--- src/rtl/pe_pkg.sv ---
// Shared defaults and FSM state encoding for the PE row driver.
package pe_pkg;

  localparam int unsigned DefInwidth    = 16;
  localparam int unsigned DefFilS       = 3;
  localparam int unsigned DefDiW        = 7;
  localparam int unsigned DefDoW        = 5;
  localparam int unsigned DefTimeoutCyc = 32;

  typedef enum logic [1:0] {
    StIdle,
    StIssue,
    StWait,
    StEmit
  } pe_state_e;

endpackage

--- src/rtl/pe_driver.sv ---
// Feeds filter/ifmap row pairs to a PE and accumulates FIL_S partial-sum rows per output row.
// Optional WAIT watchdog: define PE_DRIVER_TIMEOUT_EN.
module pe_driver
  import pe_pkg::*;
#(
  parameter int unsigned INWIDTH     = DefInwidth,
  parameter int unsigned FIL_S       = DefFilS,
  parameter int unsigned DI_W        = DefDiW,
  parameter int unsigned DO_W        = DefDoW,
  parameter int unsigned TIMEOUT_CYC = DefTimeoutCyc
) (
  input  logic                           clk,
  input  logic                           rst,
  input  logic                           row_valid,
  output logic                           row_ready,
  input  logic [FIL_S-1:0][INWIDTH-1:0]  filt_row,
  input  logic [DI_W-1:0][INWIDTH-1:0]   ifmap_row,
  output logic                           pe_en,
  output logic [FIL_S-1:0][INWIDTH-1:0]  pe_filter,
  output logic [DI_W-1:0][INWIDTH-1:0]   pe_data,
  output logic [DO_W-1:0][INWIDTH-1:0]   pe_psum,
  input  logic                           pe_done,
  input  logic [DO_W-1:0][INWIDTH-1:0]   pe_psum_out,
  output logic                           out_valid,
  input  logic                           out_ready,
  output logic [DO_W-1:0][INWIDTH-1:0]   out_psum,
  output logic                           err
);

  localparam int unsigned CntW = (FIL_S > 1) ? $clog2(FIL_S + 1) : 1;

  pe_state_e                       state_q, state_d;
  logic [FIL_S-1:0][INWIDTH-1:0]   filt_q, filt_d;
  logic [DI_W-1:0][INWIDTH-1:0]    data_q, data_d;
  logic [DO_W-1:0][INWIDTH-1:0]    acc_q, acc_d;
  logic [CntW-1:0]                 cnt_q, cnt_d, cnt_inc;
  logic                            err_q, err_d;
  logic                            timeout;

`ifdef PE_DRIVER_TIMEOUT_EN
  localparam int unsigned WaitW = (TIMEOUT_CYC > 1) ? $clog2(TIMEOUT_CYC) : 1;

  logic [WaitW-1:0] wait_q, wait_d;

  always_ff @(posedge clk) begin
    if (rst) begin
      wait_q <= '0;
    end else begin
      wait_q <= wait_d;
    end
  end

  // Counter restarts from zero on every entry into WAIT.
  always_comb begin
    wait_d = '0;
    if (state_q == StWait && !pe_done) begin
      wait_d = wait_q + 1'b1;
    end
  end

  assign timeout = (state_q == StWait) && !pe_done && (wait_q == WaitW'(TIMEOUT_CYC - 1));
`else
  assign timeout = 1'b0;
`endif

  always_ff @(posedge clk) begin
    if (rst) begin
      state_q <= StIdle;
      filt_q  <= '0;
      data_q  <= '0;
      acc_q   <= '0;
      cnt_q   <= '0;
      err_q   <= 1'b0;
    end else begin
      state_q <= state_d;
      filt_q  <= filt_d;
      data_q  <= data_d;
      acc_q   <= acc_d;
      cnt_q   <= cnt_d;
      err_q   <= err_d;
    end
  end

  assign cnt_inc = cnt_q + CntW'(1);

  always_comb begin
    state_d = state_q;
    filt_d  = filt_q;
    data_d  = data_q;
    acc_d   = acc_q;
    cnt_d   = cnt_q;
    err_d   = err_q;

    // A done pulse with no request outstanding is a protocol error; its data is dropped.
    if (pe_done && state_q != StWait) begin
      err_d = 1'b1;
    end

    unique case (state_q)
      StIdle: begin
        if (row_valid) begin
          filt_d  = filt_row;
          data_d  = ifmap_row;
          state_d = StIssue;
        end
      end
      StIssue: begin
        state_d = StWait;
      end
      StWait: begin
        if (pe_done) begin
          acc_d   = pe_psum_out;
          cnt_d   = cnt_inc;
          state_d = (cnt_inc == CntW'(FIL_S)) ? StEmit : StIdle;
        end else if (timeout) begin
          err_d   = 1'b1;
          acc_d   = '0;
          cnt_d   = '0;
          state_d = StIdle;
        end
      end
      StEmit: begin
        if (out_ready) begin
          acc_d   = '0;
          cnt_d   = '0;
          state_d = StIdle;
        end
      end
    endcase
  end

  // Handshake/status outputs are forced low while reset is asserted.
  assign row_ready = !rst && (state_q == StIdle);
  assign pe_en     = !rst && (state_q == StIssue);
  assign out_valid = !rst && (state_q == StEmit);
  assign err       = !rst && err_q;

  assign pe_filter = filt_q;
  assign pe_data   = data_q;
  assign pe_psum   = acc_q;
  assign out_psum  = acc_q;

endmodule

--- config.mk ---
export PLATFORM = sky130hd
export DESIGN_NAME = pe_driver
export DESIGN_NICKNAME = d
export VERILOG_FILES = /design/src/rtl/pe_pkg.sv /design/src/rtl/pe_driver.sv
export SDC_FILE = /design/constraint.sdc
export NUM_CORES = 1
export LEC_CHECK = 0
export CAP_MARGIN = 20
export CORE_AREA = 4 4 219 221
export CTS_BUF_LIST = sky130_fd_sc_hd__clkbuf_8
export CTS_CLUSTER_SIZE = 10
export DETAILED_ROUTE_END_ITERATION = 8
export DIE_AREA = 0 0 223 225
export GPL_ROUTABILITY_DRIVEN = 0
export PLACE_DENSITY = 0.58
export SLEW_MARGIN = 30
export SYNTH_ARGS = -nofsm -noshare
export SYNTH_HDL_FRONTEND = slang
export SYNTH_SLANG_ARGS = --single-unit
--- constraint.sdc ---
create_clock -name clk -period 2.1 [get_ports clk]
set_input_delay 0.42 -clock clk [delete_from_list [all_inputs] [get_ports clk]]
set_output_delay 0.42 -clock clk [all_outputs]
set_load 0.1 [all_outputs]
# After elaboration in Yosys (flattened, before gate mapping)
# Index checks and enable logic that the tools add are counted.
# op_classes
addsub	1
n_shift	0
mul	0
bitwise_logic	0
n_eq_ne	8
n_reduce_logical	11
n_div	0
n_lt_le_gt_ge	0
mux	10
# op_table
cell	n
two-way mux 80 bit	2
case mux 80 bit (2 select lines)	1
two-way mux 2 bit	5
inequality test 2 bit, second input constant	4
case mux 2 bit (4 select lines)	1
== test 2 bit, second input constant	3
AND reduction 3 bit	2
logical AND 1 bit	5
case mux 2 bit (2 select lines)	1
adder 2 x 1 -> 2 bit, second input constant	1
== test 2 x 1 -> 1 bit, second input constant	1
logical NOT 2 bit	1
AND reduction 2 bit	1
nonzero test 2 bit	1
logical NOT 1 bit	1
# totals
latchBits	0
ramBits	0
regBits	245
rom_bits	0
elab_cells	48
n_memories	0

# Depth between registers and ports, before layout
# Gate-level depths: netlist of run 1.
# depth
ltp_word	5
mapped_depth	7

# Worst setup path after synthesis of run 1
# Ideal clock, no wire load.
# synth_path
path_kind	input -> output
start	input port rst
end	output port pe_en
required_ns	1.680
cell_stages	3
slack_ns	-1.338
arrival_time_ns	3.018
path_buffers	2
path_cell_list	clkbuf_1 > clkbuf_1 > nor3b_1
# synth_between
elab_chain_cells	2
# synth_lines
element	line_no	text
start: declaration	pe_driver.sv:13	input logic rst,
logical NOT 1 bit	pe_driver.sv:134	assign pe_en = !rst && (state_q == StIssue);
logical AND 1 bit	pe_driver.sv:134	
end: declaration	pe_driver.sv:18	output logic pe_en,
# No other way between the ends.

# Worst setup path after layout of run 1
# layout_path
start	register state_q[0]
end	output port pe_en
# layout_between
elab_chain_cells	2
# layout_lines
element	line_no	text
start: declaration	pe_driver.sv:32	pe_state_e state_q, state_d;
start signal: assignment	pe_driver.sv:68	state_q <= StIdle;
start signal: assignment	pe_driver.sv:75	state_q <= state_d;
== test 2 x 1 -> 1 bit	pe_driver.sv:134	
logical AND 1 bit	pe_driver.sv:134	
# No other way between the ends.

==> metrics, run 1 <==
share of cells above drive strength 1=28.0%; CTS max path bufs=3; Worst setup SP type=register; P_leak=6.38 nW; critical path class=register to primary output; DRC Markers=0; worst r2r path cells=5; final setup skew=0.0245 ns; Hold Vio Cnt, Final=0; initial antenna violation count=2; die area=0.0502 mm²; clk root buf=clkbuf_8; Hold Path End=state_q[1]$_SDFFE_PP0P_; synthesized flop and latch total=245; initial drt markers=306; vias per inst=4.06; number of fill cells in the layout=4844; reg-to-reg critical path startpoint=state_q[0]$_SDFFE_PP0P_; I/O Buffers=568; cell taking the most area after synthesis=dfxtp_1; fin crit share=90.5%; Site Rows=79; Syn Nets=1229; Commonest cells post-synth=nand2_1 (321), dfxtp_1 (245), a21oi_1 (161); I/O pin count=569; storage element area=0.00491 mm²; worst setup margin=0.200 ns; CP required=1.68 ns; TritonRoute pass-1 iters=4; CP Cell Sequence=nor3b_2 > buf_12; Multi-input gate area=0.00291 mm²; clk slew on worst S/H paths=0.05 ns; fin nets=1719; dpl hpwl=25600 µm; gr usage total=12.6%; Yosys cell types=26; Reg2Reg Capture Point=out_psum[40]$_SDFFE_PP0P_; RSZ-0062 raised after global routing=no; Worst path slowest cell=dfxtp_2; power per cell area=877 mW/mm²; Synth top area share=55.9%; Worst-Margin Slew=0.931 ns; Worst VDD drop=0.000585 V; outcome=completed; worst-path fanout max=10; Worst Setup End Kind=primary output; hold-fix buffers at CTS=0; final wirelength=34300 µm; vias in the first global route=8471; Slew Viols, Final=0; CP arrival=1.48 ns; Tot Pwr=12.9 mW; post-placement setup slack=0.0715 ns; CTS Buf Count=44; Worst-Skew Late Latency=0.56 ns; Initial Util=19.0%; core area=0.0462 mm²; r2r setup slk=0.52 ns; Worst Hold Depth=2; H-tree depth=2; WHS=0.115 ns; Post-CTS Setup Repair Bufs=0; die width=223 µm; register area share after synthesis=55.9%; Top FF cell, synth=dfxtp_1; CP delay by family, top=flip-flops; EDFF count, synth=0; HP Class=input port to register; slew margin rel.=38.0%; clk sinks=245; CP Buf/Inv Count=1; total gr overflow=0; Routed WL per cell=16.3 µm; Area contributors post-synth=dfxtp_1 (56%), nand2_1 (14%), a21oi_1 (9.2%), a22o_1 (8.1%), buf_4 (7.2%); max incr delay on CP=0.44 ns; post-CTS sizing=2; Die H=225 µm; Synth async-reset ratio=0%; Max-Cap Viols=0; Post-Syn Instances=983; worst hold start=rst; top-count cell post-synth=nand2_1; DR vias=8544; Final Critical Period=1.90 ns; Post-DRT Antenna Nets=0; largest net degree at the start of global routing=161; setup TNS=0 ns; first-pass GRT wire length=50100 µm; P&R area growth vs syn=68.2%; area of the mapped netlist=0.00877 mm²; final setup vio count=0; fmax=0.526 GHz; clock tree from TritonCTS=done; average cell area after synthesis=8.93 µm²; Synth Warn #=0
-- state kept, by name, indices dropped and copies added, names as in the netlist --
register   cells
state_q        2
out_psum      80
cnt_q          2
pe_data      112
pe_filter     48
err_q          1
-- worst register-to-register path: cells and delay by family (launching register included) --
family                 cells  cell delay [ns]
flip-flops                 1             0.44
multiplexers               1             0.39
AO/OA/AOI/OAI              2             0.33
buffers and inverters      2             0.37
-- report_power, final --
| part | internal [mW] | leakage (nW) | total (mW) | switching, mW |
|---|---|---|---|---|
| Clock | 2.40 | 0.488 | 4.32 | 1.92 |
| Sequential | 4.89 | 2.00 | 5.04 | 0.151 |
| Combinational | 0.984 | 3.89 | 3.58 | 2.59 |
-- metrics by stage --
stage	instances	utilization [%]	cell area, µm²
detailed placement	2034	30.2	13900
finish	2106	32.0	14800
global placement	2034	30.2	13900
floorplan	983	-	8790
global route	2106	32.0	14800
CTS	2105	32.0	14800
-- per-layer routing --
layer	GRT usage (%)	routed length (µm)
met1	15.0	13900
met2	20.8	16300
met3	4.47	2900
met4	5.13	1050
met5	0	13
-- how the worst max path moves through the flow --
| stage | endpoint | slack, ns | start | depth (start not counted) |
|---|---|---|---|---|
| global placement | pe_data[76]$_SDFFE_PP0P_ | 0.09 | row_valid | 6 |
| global route | pe_en | 0.08 | state_q[0]$_SDFFE_PP0P_ | 2 |
| finish | pe_en | 0.20 | state_q[0]$_SDFFE_PP0P_ | 2 |
| detailed placement | pe_data[76]$_SDFFE_PP0P_ | 0.07 | row_valid | 6 |
| CTS | pe_en | 0.12 | state_q[0]$_SDFFE_PP0P_ | 2 |
| floorplan | pe_en | -0.36 | rst | 3 |
-- layout by cell type, fill, tap and decap left out, drive strengths merged --
cell type / instances
bufinv: 1
clkbuf: 54
buf: 354
nor3b: 3
or3b: 1
a22oi: 1
nand3: 1
nand2: 321
inv: 18
a21oi: 162
mux2: 2
nor3: 1
and3b: 1
dfxtp: 245
nand2b: 2
a22o: 81
nand3b: 1
ha: 1
a31oi: 1
diode: 1
nor2: 2
nor2b: 2
clkdlybuf4s50: 243
-- layout make-up --
class	count	share of cell area (%)
Sequential cell	245	33.2
Inverter	2	0.0509
Clock inverter	17	0.610
Multi-Input combinational cell	583	19.7
Timing Repair Buffer	597	36.2
Tap cell	607	5.15
Clock buffer	54	5.04
Antenna cell	1	0.0170
-- logic make-up (layout without fill, tap and decap cells) --
logic type | count (synthesis) | in the layout | synth area share [%]
AO/OA/AOI/OAI | 245 | 245 | 17.6
flip-flops | 245 | 245 | 55.9
multiplexers | 2 | 2 | 0.257
other | 0 | 1 | 0
adder cells (fa/ha/maj) | 1 | 1 | 0.143
AND/OR/NAND/NOR | 335 | 335 | 14.9
buffers and inverters | 155 | 670 | 11.2
Note: power is estimated with default switching activity, not from simulation.
==> run 2, diff against run 1 <==
--- a/config.mk
+++ b/config.mk
@@ -6,13 +6,14 @@
 export NUM_CORES = 1
 export LEC_CHECK = 0
 export CAP_MARGIN = 20
-export CORE_AREA = 4 4 219 221
+export CORE_AREA = 4 4 217 219
 export CTS_BUF_LIST = sky130_fd_sc_hd__clkbuf_8
 export CTS_CLUSTER_SIZE = 10
 export DETAILED_ROUTE_END_ITERATION = 8
-export DIE_AREA = 0 0 223 225
+export DIE_AREA = 0 0 221 223
+export DONT_BUFFER_PORTS = 1
 export GPL_ROUTABILITY_DRIVEN = 0
-export PLACE_DENSITY = 0.58
+export PLACE_DENSITY = 0.42
 export SLEW_MARGIN = 30
 export SYNTH_ARGS = -nofsm -noshare
 export SYNTH_HDL_FRONTEND = slang
==> run 2 against run 1 <==
  * Critical path depth is 3 higher
  * Sequential power is 1% lower
  * Clock-buffer cell count is 11 higher
  * Hold slack worse by 0.090 ns
  * Critical path type is now register to register
  * Largest power group is now the clock network
  * Highest routed layer is now met4
==> metrics, run 2 (same netlist as run 1, synthesis figures left out) <==
outcome=completed; power per cell area=925 mW/mm²; vias in the first global route=8541; fin crit share=95.6%; I/O pin count=569; r2r setup slk=0.09 ns; Hold Vio Cnt, Final=0; Reg2Reg Capture Point=pe_data[100]$_SDFFE_PP0P_; max FFs per register=112; Hold Path End=pe_data[65]$_SDFFE_PP0P_; Die H=223 µm; clk sinks=245; P_leak=6.38 nW; final setup vio count=0; Final Instance Area=0.0147 mm²; Post-DRT Antenna Nets=0; first-pass GRT wire length=50800 µm; TritonRoute pass-1 iters=5; Worst setup SP type=register; Site Rows=78; initial antenna violation count=1; Routed WL per cell=16.9 µm; RSZ-0062 raised after global routing=no; largest net degree at the start of global routing=170; initial drt markers=489; die width=221 µm; critical path class=register to register; H-tree depth=2; CTS Buf Count=45; CP Buf/Inv Count=2; placed inst area=0.0111 mm²; CP required=2.55 ns; vias per inst=4.16; Net Switching=4.86 mW; Worst-Skew Late Latency=0.58 ns; DR vias=8592; Tot Pwr=13.6 mW; DRC Markers=0; Worst VDD drop=0.000497 V; gr usage total=12.8%; final wirelength=34900 µm; worst-path fanout max=15; CP Cell Sequence=or3b_4 > buf_4 > nand2_1 > a21oi_1 > dlygate4sd3_1; final setup skew=0.00688 ns; core area=0.0451 mm²; CP arrival=2.46 ns; Worst path slowest cell=dlygate4sd3_1; reg-to-reg critical path startpoint=state_q[0]$_SDFFE_PP0P_; P&R area growth vs syn=68.1%; share of cells above drive strength 1=32.1%; max incr delay on CP=0.55 ns; cell internal pwr=8.78 mW; Sw Ratio=35.6%; fin nets=1676; WHS=0.0245 ns; clock power share=37.2%; Worst Setup End Kind=register; Worst-Margin Slew=0.584 ns; commonest cells after routing, fill and taps aside=nand2_1 (321), buf_4 (283), dlygate4sd3_1 (249), dfxtp_1 (163), a21oi_1 (161); Worst Hold Depth=2; most common cell after layout, fill and taps aside=nand2_1; Initial Util=19.5%; die area=0.0493 mm²; HP Class=input port to register; Sequential Power Share=36.5%; Slew Viols, Final=0; worst r2r path cells=5; CTS max path bufs=3; clock tree from TritonCTS=done; clk root buf=clkbuf_8; I/O Buffers=0; clk slew on worst S/H paths=0.06 ns; total gr overflow=0; Final Critical Period=2.01 ns; worst hold start=ifmap_row[65]; fmax=0.498 GHz; CP delay by family, top=buffers and inverters; combinational power share=26.3%; dpl hpwl=23300 µm; Max-Cap Viols=0; slew margin rel.=61.4%
==> run 2: cell types whose count changed in the layout (fill, tap and decap cells not counted), sizes merged <==
cell	before	now
buf	354	304
bufinv	1	2
clkbuf	54	65
clkdlybuf4s50	243	0
clkinv	0	6
clkinvlp	0	2
dlygate4sd3	0	249
inv	18	10
==> run 2: power groups by stage <==
stage / registers, mW / logic, mW / clock network, mW
final: 4.98 / 3.59 / 5.07
after global routing: 5.00 / 3.73 / 5.48
after CTS: 4.98 / 3.46 / 5.28
after detailed placement: 5.08 / 3.12 / 0
after global placement: 5.08 / 3.11 / 0
after floorplan: 6.77 / 0.846 / 0
==> run 2: layer usage <==
layer | vias up | share of wire [%] | global-route usage [%]
met1 | 4046 | 41 | 15.3
met4 | 0 | 3.5 | 5.40
met2 | 401 | 47 | 20.9
met5 | - | 0 | 0
li1 | 4077 | - | -
met3 | 68 | 8.0 | 4.78
==> run 2: what timing repair did <==
| item | CTS | global route |
|---|---|---|
| pin swaps | 0 | 2 |
| setup buffers | 0 | 4 |
| hold endpoints to repair | 243 | 69 |
| setup endpoints to repair | 3 | 17 |
| hold buffers | 207 | 44 |
| resized for setup | 5 | 4 |
==> run 2: layout make-up <==
type,count,area [µm²]
fill,4672,30300
tap,600,751
sequential,245,5010
clock inverter,18,135
multi-input combinational,583,2920
inverter,2,7.51
antenna,1,2.50
clock buffer,65,895
timing repair buffer,553,5030
==> run 2: worst max-delay path by stage <==
| stage | start | end | slack, ns | cells after the start |
|---|---|---|---|---|
| CTS | state_q[1]$_SDFFE_PP0P_ | pe_data[106]$_SDFFE_PP0P_ | 0.009 | 5 |
| finish | state_q[0]$_SDFFE_PP0P_ | pe_data[100]$_SDFFE_PP0P_ | 0.09 | 5 |
| global route | state_q[0]$_SDFFE_PP0P_ | pe_data[63]$_SDFFE_PP0P_ | 0.0004 | 5 |
| detailed placement | state_q[1]$_SDFFE_PP0P_ | pe_data[56]$_SDFFE_PP0P_ | 0.37 | 5 |
| global placement | row_valid | pe_data[56]$_SDFFE_PP0P_ | 0.42 | 5 |
| floorplan | rst | pe_en | -0.36 | 3 |
==> run 2: stage by stage <==
stage / setup TNS (ns) / worst slack, ns / cells / utilization (%)
floorplan: -0.683 / -0.363 / 983 / -
global placement: 0 / 0.420 / 1728 / 24.6
detailed placement: 0 / 0.371 / 1728 / 24.6
CTS: 0 / 0.00941 / 2018 / 31.5
global route: 0 / 0.000359 / 2067 / 32.7
finish: 0 / 0.0933 / 2067 / 32.7
